`src/rtl/color_arb_pkg.sv`:
```
// Shared types and constants for the Color FSM command arbiter.
// The Color FSM decodes only CMD_TO_BLUE and CMD_TO_RED; NOP_CMD matches no transition.
package color_arb_pkg;

    typedef enum logic [1:0] {
        IDLE  = 2'd0,
        ISSUE = 2'd1,
        WAIT  = 2'd2,
        RESP  = 2'd3
    } arb_state_t;

    localparam logic [1:0] NOP_CMD     = 2'h3;
    localparam logic [1:0] CMD_TO_BLUE = 2'h1;
    localparam logic [1:0] CMD_TO_RED  = 2'h0;

endpackage

```
`src/rtl/color_cmd_arbiter_if.sv`:
```
// Requester-side bundle of the Color command arbiter.
// The master modport is the requester fabric; the slave modport is the arbiter.
interface color_cmd_arbiter_if #(
    parameter int NUM_REQ = 4
) ();

    localparam int ID_W = $clog2(NUM_REQ);

    logic [NUM_REQ-1:0]   req;
    logic [2*NUM_REQ-1:0] cmd;
    logic [NUM_REQ-1:0]   gnt;
    logic                 rsp_valid;
    logic                 rsp_ready;
    logic [1:0]           rsp_data;
    logic [ID_W-1:0]      rsp_id;
    logic                 rsp_timeout;
    logic                 busy;

    modport master (
        output req, cmd, rsp_ready,
        input  gnt, rsp_valid, rsp_data, rsp_id, rsp_timeout, busy
    );

    modport slave (
        input  req, cmd, rsp_ready,
        output gnt, rsp_valid, rsp_data, rsp_id, rsp_timeout, busy
    );

endinterface

```
`src/rtl/color_cmd_arbiter_rr_picker.sv`:
```
// Combinational round-robin select: the first requester after rr_ptr wins,
// wrapping with an explicit compare so non-power-of-two NUM_REQ works.
module color_cmd_arbiter_rr_picker #(
    parameter int NUM_REQ = 4,
    parameter int ID_W    = 2
) (
    input  logic [NUM_REQ-1:0] req,
    input  logic [ID_W-1:0]    rr_ptr,
    output logic [NUM_REQ-1:0] onehot,
    output logic [ID_W-1:0]    idx,
    output logic               valid
);

    logic [ID_W:0]   raw_s;
    logic [ID_W:0]   pos_s;
    logic [ID_W-1:0] sel_s;
    logic            hit_s;

    // Scan far-to-near so the candidate nearest rr_ptr is the last one kept.
    always_comb begin
        raw_s  = '0;
        pos_s  = '0;
        sel_s  = '0;
        hit_s  = 1'b0;
        idx    = '0;
        valid  = 1'b0;
        for (int k = NUM_REQ; k >= 1; k--) begin
            raw_s = {1'b0, rr_ptr} + (ID_W+1)'(k);
            pos_s = (raw_s >= (ID_W+1)'(NUM_REQ)) ? (raw_s - (ID_W+1)'(NUM_REQ)) : raw_s;
            sel_s = pos_s[ID_W-1:0];
            hit_s = req[sel_s];
            idx   = hit_s ? sel_s : idx;
            valid = valid | hit_s;
        end
        onehot = valid ? (NUM_REQ'(1) << idx) : '0;
    end

endmodule

```
`src/rtl/color_cmd_arbiter.sv`:
```
// Round-robin arbiter sharing the Color FSM command input among NUM_REQ requesters;
// drives the winner's command, retries until an answer or timeout, returns a tagged response.
module color_cmd_arbiter #(
    parameter int         NUM_REQ = 4,
    parameter int         TIMEOUT = 8,
    parameter logic [1:0] NOP_CMD = 2'h3
) (
    input  logic               clk,
    input  logic               rst_n,
    color_cmd_arbiter_if.slave bus,
    output logic [1:0]         fsm_in,
    input  logic [1:0]         fsm_out
);

    import color_arb_pkg::*;

    localparam int ID_W  = $clog2(NUM_REQ);
    localparam int CNT_W = $clog2(TIMEOUT + 1);
    localparam logic [CNT_W-1:0] LAST_WAIT = CNT_W'(TIMEOUT - 1);
    localparam logic [CNT_W-1:0] CNT_MAX   = {CNT_W{1'b1}};
    localparam logic [ID_W-1:0]  PTR_RST   = ID_W'(NUM_REQ - 1);

    arb_state_t         state_r, state_nxt_s;
    logic [NUM_REQ-1:0] gnt_r, gnt_nxt_s;
    logic [1:0]         fsm_in_r, fsm_in_nxt_s;
    logic               rsp_valid_r, rsp_valid_nxt_s;
    logic [1:0]         rsp_data_r, rsp_data_nxt_s;
    logic [ID_W-1:0]    rsp_id_r, rsp_id_nxt_s;
    logic               rsp_timeout_r, rsp_timeout_nxt_s;
    logic               busy_r;
    logic [ID_W-1:0]    rr_ptr_r, rr_ptr_nxt_s;
    logic [CNT_W-1:0]   wait_cnt_r, wait_cnt_nxt_s;
    logic [1:0]         cmd_r, cmd_nxt_s;

    logic [NUM_REQ-1:0] pick_onehot_s;
    logic [ID_W-1:0]    pick_idx_s;
    logic               pick_valid_s;
    logic [1:0]         cmd_sel_s;
    logic               answer_s;

    color_cmd_arbiter_rr_picker #(
        .NUM_REQ (NUM_REQ),
        .ID_W    (ID_W)
    ) u_picker (
        .req    (bus.req),
        .rr_ptr (rr_ptr_r),
        .onehot (pick_onehot_s),
        .idx    (pick_idx_s),
        .valid  (pick_valid_s)
    );

    assign cmd_sel_s = bus.cmd[{pick_idx_s, 1'b0} +: 2];
    assign answer_s  = (fsm_out != 2'b00);

    // Next-state and next-output decode; fsm_in defaults to NOP so only ISSUE/WAIT drive a command.
    always_comb begin
        state_nxt_s       = state_r;
        gnt_nxt_s         = '0;
        fsm_in_nxt_s      = NOP_CMD;
        rsp_valid_nxt_s   = rsp_valid_r;
        rsp_data_nxt_s    = rsp_data_r;
        rsp_id_nxt_s      = rsp_id_r;
        rsp_timeout_nxt_s = rsp_timeout_r;
        rr_ptr_nxt_s      = rr_ptr_r;
        wait_cnt_nxt_s    = wait_cnt_r;
        cmd_nxt_s         = cmd_r;
        case (state_r)
            IDLE: begin
                if (pick_valid_s) begin
                    state_nxt_s  = ISSUE;
                    gnt_nxt_s    = pick_onehot_s;
                    cmd_nxt_s    = cmd_sel_s;
                    rsp_id_nxt_s = pick_idx_s;
                    rr_ptr_nxt_s = pick_idx_s;
                    fsm_in_nxt_s = cmd_sel_s;
                end else begin
                    state_nxt_s = IDLE;
                end
            end
            ISSUE: begin
                if (answer_s) begin
                    state_nxt_s       = RESP;
                    rsp_valid_nxt_s   = 1'b1;
                    rsp_data_nxt_s    = fsm_out;
                    rsp_timeout_nxt_s = 1'b0;
                end else begin
                    state_nxt_s    = WAIT;
                    wait_cnt_nxt_s = '0;
                    fsm_in_nxt_s   = cmd_r;
                end
            end
            WAIT: begin
                // An answer in the final cycle still wins over the timeout.
                if (answer_s) begin
                    state_nxt_s       = RESP;
                    rsp_valid_nxt_s   = 1'b1;
                    rsp_data_nxt_s    = fsm_out;
                    rsp_timeout_nxt_s = 1'b0;
                end else if (wait_cnt_r == LAST_WAIT) begin
                    state_nxt_s       = RESP;
                    rsp_valid_nxt_s   = 1'b1;
                    rsp_data_nxt_s    = 2'b00;
                    rsp_timeout_nxt_s = 1'b1;
                end else begin
                    state_nxt_s    = WAIT;
                    fsm_in_nxt_s   = cmd_r;
                    wait_cnt_nxt_s = (wait_cnt_r == CNT_MAX) ? wait_cnt_r : (wait_cnt_r + CNT_W'(1));
                end
            end
            RESP: begin
                if (bus.rsp_ready) begin
                    state_nxt_s     = IDLE;
                    rsp_valid_nxt_s = 1'b0;
                end else begin
                    state_nxt_s = RESP;
                end
            end
            default: begin
                state_nxt_s     = IDLE;
                rsp_valid_nxt_s = 1'b0;
            end
        endcase
    end

    // State and output registers; reset drops any transaction in flight.
    always_ff @(posedge clk or negedge rst_n) begin
        if (!rst_n) begin
            state_r       <= IDLE;
            gnt_r         <= '0;
            fsm_in_r      <= NOP_CMD;
            rsp_valid_r   <= 1'b0;
            rsp_data_r    <= 2'b00;
            rsp_id_r      <= '0;
            rsp_timeout_r <= 1'b0;
            busy_r        <= 1'b0;
            rr_ptr_r      <= PTR_RST;
            wait_cnt_r    <= '0;
            cmd_r         <= NOP_CMD;
        end else begin
            state_r       <= state_nxt_s;
            gnt_r         <= gnt_nxt_s;
            fsm_in_r      <= fsm_in_nxt_s;
            rsp_valid_r   <= rsp_valid_nxt_s;
            rsp_data_r    <= rsp_data_nxt_s;
            rsp_id_r      <= rsp_id_nxt_s;
            rsp_timeout_r <= rsp_timeout_nxt_s;
            busy_r        <= (state_nxt_s != IDLE);
            rr_ptr_r      <= rr_ptr_nxt_s;
            wait_cnt_r    <= wait_cnt_nxt_s;
            cmd_r         <= cmd_nxt_s;
        end
    end

    assign fsm_in          = fsm_in_r;
    assign bus.gnt         = gnt_r;
    assign bus.rsp_valid   = rsp_valid_r;
    assign bus.rsp_data    = rsp_data_r;
    assign bus.rsp_id      = rsp_id_r;
    assign bus.rsp_timeout = rsp_timeout_r;
    assign bus.busy        = busy_r;

endmodule

```
`src/flat_wrapper.sv`:
```
// flat-port wrapper written by rule: the top's interface ports become plain ports
module color_cmd_arbiter_flat import color_arb_pkg::*;
#(
    parameter int         NUM_REQ = 4,
    parameter int         TIMEOUT = 8,
    parameter logic [1:0] NOP_CMD = 2'h3
)
  (clk, rst_n, fsm_in, fsm_out, bus_req, bus_cmd, bus_rsp_ready, bus_gnt, bus_rsp_valid, bus_rsp_data, bus_rsp_id, bus_rsp_timeout, bus_busy);
  color_cmd_arbiter_if #(.NUM_REQ(NUM_REQ)) bus_i ();
  input  logic clk;
  input  logic rst_n;
  output logic [1:0] fsm_in;
  input  logic [1:0] fsm_out;
  input wire logic [$bits(bus_i.req)-1:0] bus_req;
  input wire logic [$bits(bus_i.cmd)-1:0] bus_cmd;
  input wire logic [$bits(bus_i.rsp_ready)-1:0] bus_rsp_ready;
  output wire logic [$bits(bus_i.gnt)-1:0] bus_gnt;
  output wire logic [$bits(bus_i.rsp_valid)-1:0] bus_rsp_valid;
  output wire logic [$bits(bus_i.rsp_data)-1:0] bus_rsp_data;
  output wire logic [$bits(bus_i.rsp_id)-1:0] bus_rsp_id;
  output wire logic [$bits(bus_i.rsp_timeout)-1:0] bus_rsp_timeout;
  output wire logic [$bits(bus_i.busy)-1:0] bus_busy;
  assign bus_i.req = bus_req;
  assign bus_i.cmd = bus_cmd;
  assign bus_i.rsp_ready = bus_rsp_ready;
  assign bus_gnt = bus_i.gnt;
  assign bus_rsp_valid = bus_i.rsp_valid;
  assign bus_rsp_data = bus_i.rsp_data;
  assign bus_rsp_id = bus_i.rsp_id;
  assign bus_rsp_timeout = bus_i.rsp_timeout;
  assign bus_busy = bus_i.busy;
  color_cmd_arbiter #(.NUM_REQ(NUM_REQ), .TIMEOUT(TIMEOUT), .NOP_CMD(NOP_CMD)) u_core (.clk(clk), .rst_n(rst_n), .bus(bus_i), .fsm_in(fsm_in), .fsm_out(fsm_out));
endmodule
```
`config.mk`:
```
export PLATFORM = sky130hd
export DESIGN_NAME = color_cmd_arbiter_flat
export DESIGN_NICKNAME = d
export VERILOG_FILES = /design/src/rtl/color_arb_pkg.sv /design/src/rtl/color_cmd_arbiter_if.sv /design/src/rtl/color_cmd_arbiter_rr_picker.sv /design/src/rtl/color_cmd_arbiter.sv /design/src/flat_wrapper.sv
export SDC_FILE = /design/constraint.sdc
export NUM_CORES = 1
export LEC_CHECK = 0
export CORE_AREA = 2 2 55 57
export CTS_CLUSTER_DIAMETER = 80
export DETAILED_ROUTE_END_ITERATION = 16
export DIE_AREA = 0 0 57 59
export HOLD_SLACK_MARGIN = 0.02
export PLACE_DENSITY = 0.76
export SLEW_MARGIN = 20
export SYNTH_ARGS = -nofsm -noshare
export SYNTH_HDL_FRONTEND = slang
export SYNTH_HIERARCHICAL = 1
export SYNTH_SLANG_ARGS = --single-unit
```
`constraint.sdc`:
```
create_clock -name clk -period 2.45 [get_ports clk]
set_input_delay 0.245 -clock clk [delete_from_list [all_inputs] [get_ports clk]]
set_output_delay 0.245 -clock clk [all_outputs]
set_load 0.01 [all_outputs]
```
==> results.json <==
{
  "finClkSkew_ns": 0.0113,
  "rrSetupSlack_ns": 0.40,
  "regToRegStartpoint": "u_core/state_r[0]$_DFF_PN0_",
  "diodes": 0,
  "num_io_pins": 30,
  "grt-ovfl-total": 0,
  "grt_start_max_net_pins": 24,
  "rsz0062_at_grt": "no",
  "clk_path_buf_depth": 2,
  "crit_type": "register to register",
  "grt_usage_pct": 17.6,
  "final_cell_mix": "clkdlybuf4s50_1, dfrtp_1, inv_1",
  "clock-sinks": 23,
  "dieArea_um2": 3360,
  "syn-cell-area_um2": 1320,
  "layout_commonest_cell": "clkdlybuf4s50_1",
  "synth_nets": 149,
  "hold_buffers": 0,
  "start_util_pct": 48.8,
  "final_core_util_pct": 61.8,
  "yosys-top-cells-area": "dfrtp_1, dfstp_2, ha_1, mux4_2, and3_1",
  "max-slew-margin-rel_pct": 73.2,
  "cap_violations": 0,
  "syn_to_final_growth_pct": 26.5,
  "antenna_found_initial": 0,
  "grt_pass1_wl_um": 4540,
  "vdd_ir_drop_max_v": 0.000835,
  "worst_ep_arrival_time_ns": 2.27,
  "cts_buffers": 3,
  "layout.nets": 181,
  "synth_cells": 125,
  "reg2reg_depth": 5,
  "drtIter0Drc": 28,
  "cts_tree": "done",
  "hold_viol_final": 0,
  "grt_pass1_vias": 1015,
  "fin_crit_sh_pct": 83.7,
  "hold_path_class": "input port to asynchronous set/reset pin",
  "wirelength_um": 2700,
  "fin_cells": 187,
  "place_congestion": 0.838,
  "cp-start-kind": "register",
  "detail-route-antenna-nets": 0,
  "p_per_area_nw_per_um2": 1110,
  "cts_setup_buffers": 0,
  "via_per_inst": 5.82,
  "worst_ep_required_time_ns": 2.67,
  "reg2reg_to": "u_core/bus.rsp_valid$_DFFE_PN0P_",
  "insertion_delay_ns": 0.31,
  "htreeDepth": 1,
  "clockRootBuffer": "clkbuf_4",
  "setup_viol": 0,
  "yosys_warnings": 6,
  "synth-seq-cells": 23,
  "crit_fanout": 13,
  "hpwl_um": 2040,
  "max_freq_mhz": 487,
  "slew_violations": 0,
  "syn_area_per_cell_um2": 10.6,
  "final.min_clock_period_ns": 2.05,
  "worstMarginPinSlew_ns": 0.402,
  "dr_total_vias": 1089,
  "drtPass1Iterations": 4,
  "synth_top_area_share_pct": 32.1,
  "core_area_um2": 2710,
  "status": "completed",
  "dieHeight_um": 59,
  "yosys.cell_types.count": 42,
  "std_cell_rows": 19,
  "seq_area_frac_synth_pct": 44.0,
  "p_leak_uw": 0.000738,
  "wl_per_cell_um": 14.4,
  "placed_cells": 183,
  "clk_pin_slew_ns": 0.13,
  "drive_above_1_share_pct": 14.7,
  "die_x_um": 57,
  "nFillCells": 233,
  "port_buffers": 29,
  "post_cts_resized": 0,
  "drc": 0,
  "setup_tns_ns": 0,
  "endpoint_kind": "register",
  "synth_largest_area_cell": "dfrtp_1"
}
## power breakdown
group          internal [µW]  switching (µW)
clock network           61.0             109
registers                575             129
logic                    501             485
total                   1140             723
## through the flow
| stage | power [µW] | cell area, µm² | hold slack [ns] | setup slack [ns] |
|---|---|---|---|---|
| final | 1860 | 1670 | 0.262 | 0.398 |
| after global routing | 2000 | 1670 | 0.253 | 0.286 |
| after CTS | 1870 | 1670 | 0.265 | 0.418 |
| after detailed placement | 1690 | 1650 | 0.476 | 0.214 |
| after global placement | 1660 | 1650 | 0.467 | 0.272 |
| after floorplan | 1350 | 1320 | -0.0506 | 0.608 |
## layer usage
| layer | vias to the layer above | share of wire, % | GRT usage (%) |
|---|---|---|---|
| met2 | 32 | 49 | 28.4 |
| li1 | 538 | - | - |
| met4 | 0 | 0.67 | 6.64 |
| met5 | - | 0 | 0 |
| met1 | 517 | 45 | 22.1 |
| met3 | 2 | 5.5 | 5.68 |
## Yosys cell counts, drive strengths merged
master	number
a221oi	1
o32ai	3
o22a	2
and3b	1
nand2b	8
buf	2
or3b	2
mux4	2
mux2	2
a21o	4
a311oi	1
nand4b	1
and4b	1
o221a	1
o22ai	2
nor3b	1
nand3	2
nand2	7
nand3b	1
or2	1
a22o	3
nor3	3
dfstp	6
nor2	6
nand4	4
ha	7
o2111ai	1
a21oi	4
inv	9
clkbuf	1
nor2b	1
and3	6
dfrtp	17
o211ai	4
a211o	1
o21ai	5
o311ai	1
a32o	1
## state kept, by name, summed over array words and instances, names as in the netlist, 2 cells and up
signal	flops
u_core/bus.gnt	4
u_core/bus.rsp_data	2
u_core/bus.rsp_id	2
u_core/cmd_r	2
u_core/fsm_in	2
u_core/rr_ptr_r	2
u_core/state_r	2
u_core/wait_cnt_r	4
## worst max-delay path: stages (launching register included)
cell	delay, ns
dfrtp_1	0.45
inv_1	0.14
ha_1	0.42
or3b_4	0.45
or2_0	0.24
a32o_1	0.25
## kinds of logic after synthesis
group,count (synthesis),synth area share [%]
muxes,4,5.10
DFF,23,44.0
AOI/OAI and AO/OA,34,20.3
adders and majority gates,7,6.62
buffers and inverters,12,3.59
and+or+nand+nor,45,20.3
## area by class of cell
| class | count | area, µm² | area share [%] |
|---|---|---|---|
| multi-input combinational | 90 | 693 | 41.4 |
| timing repair buffer | 30 | 298 | 17.8 |
| tap | 31 | 38.8 | 2.32 |
| clock inverter | 1 | 5.00 | 0.299 |
| inverter | 9 | 33.8 | 2.02 |
| clock buffer | 3 | 22.5 | 1.35 |
| sequential | 23 | 583 | 34.8 |
## worst max-delay path by stage
stage                                              start                          endpoint  slack, ns  cells past startpoint
after global routing         u_core/state_r[0]$_DFF_PN0_  u_core/bus.rsp_valid$_DFFE_PN0P_       0.29                      5
after detailed placement                      bus_req[3]       u_core/cmd_r[1]$_DFFE_PN1P_       0.21                      6
final                        u_core/state_r[0]$_DFF_PN0_  u_core/bus.rsp_valid$_DFFE_PN0P_       0.40                      5
after global placement                        bus_req[3]       u_core/cmd_r[0]$_DFFE_PN1P_       0.27                      6
after floorplan           u_core/rr_ptr_r[0]$_DFFE_PN1P_       u_core/cmd_r[0]$_DFFE_PN1P_       0.61                      5
after CTS                    u_core/state_r[0]$_DFF_PN0_  u_core/bus.rsp_valid$_DFFE_PN0P_       0.42                      5
(Power assumes the default switching activity.)
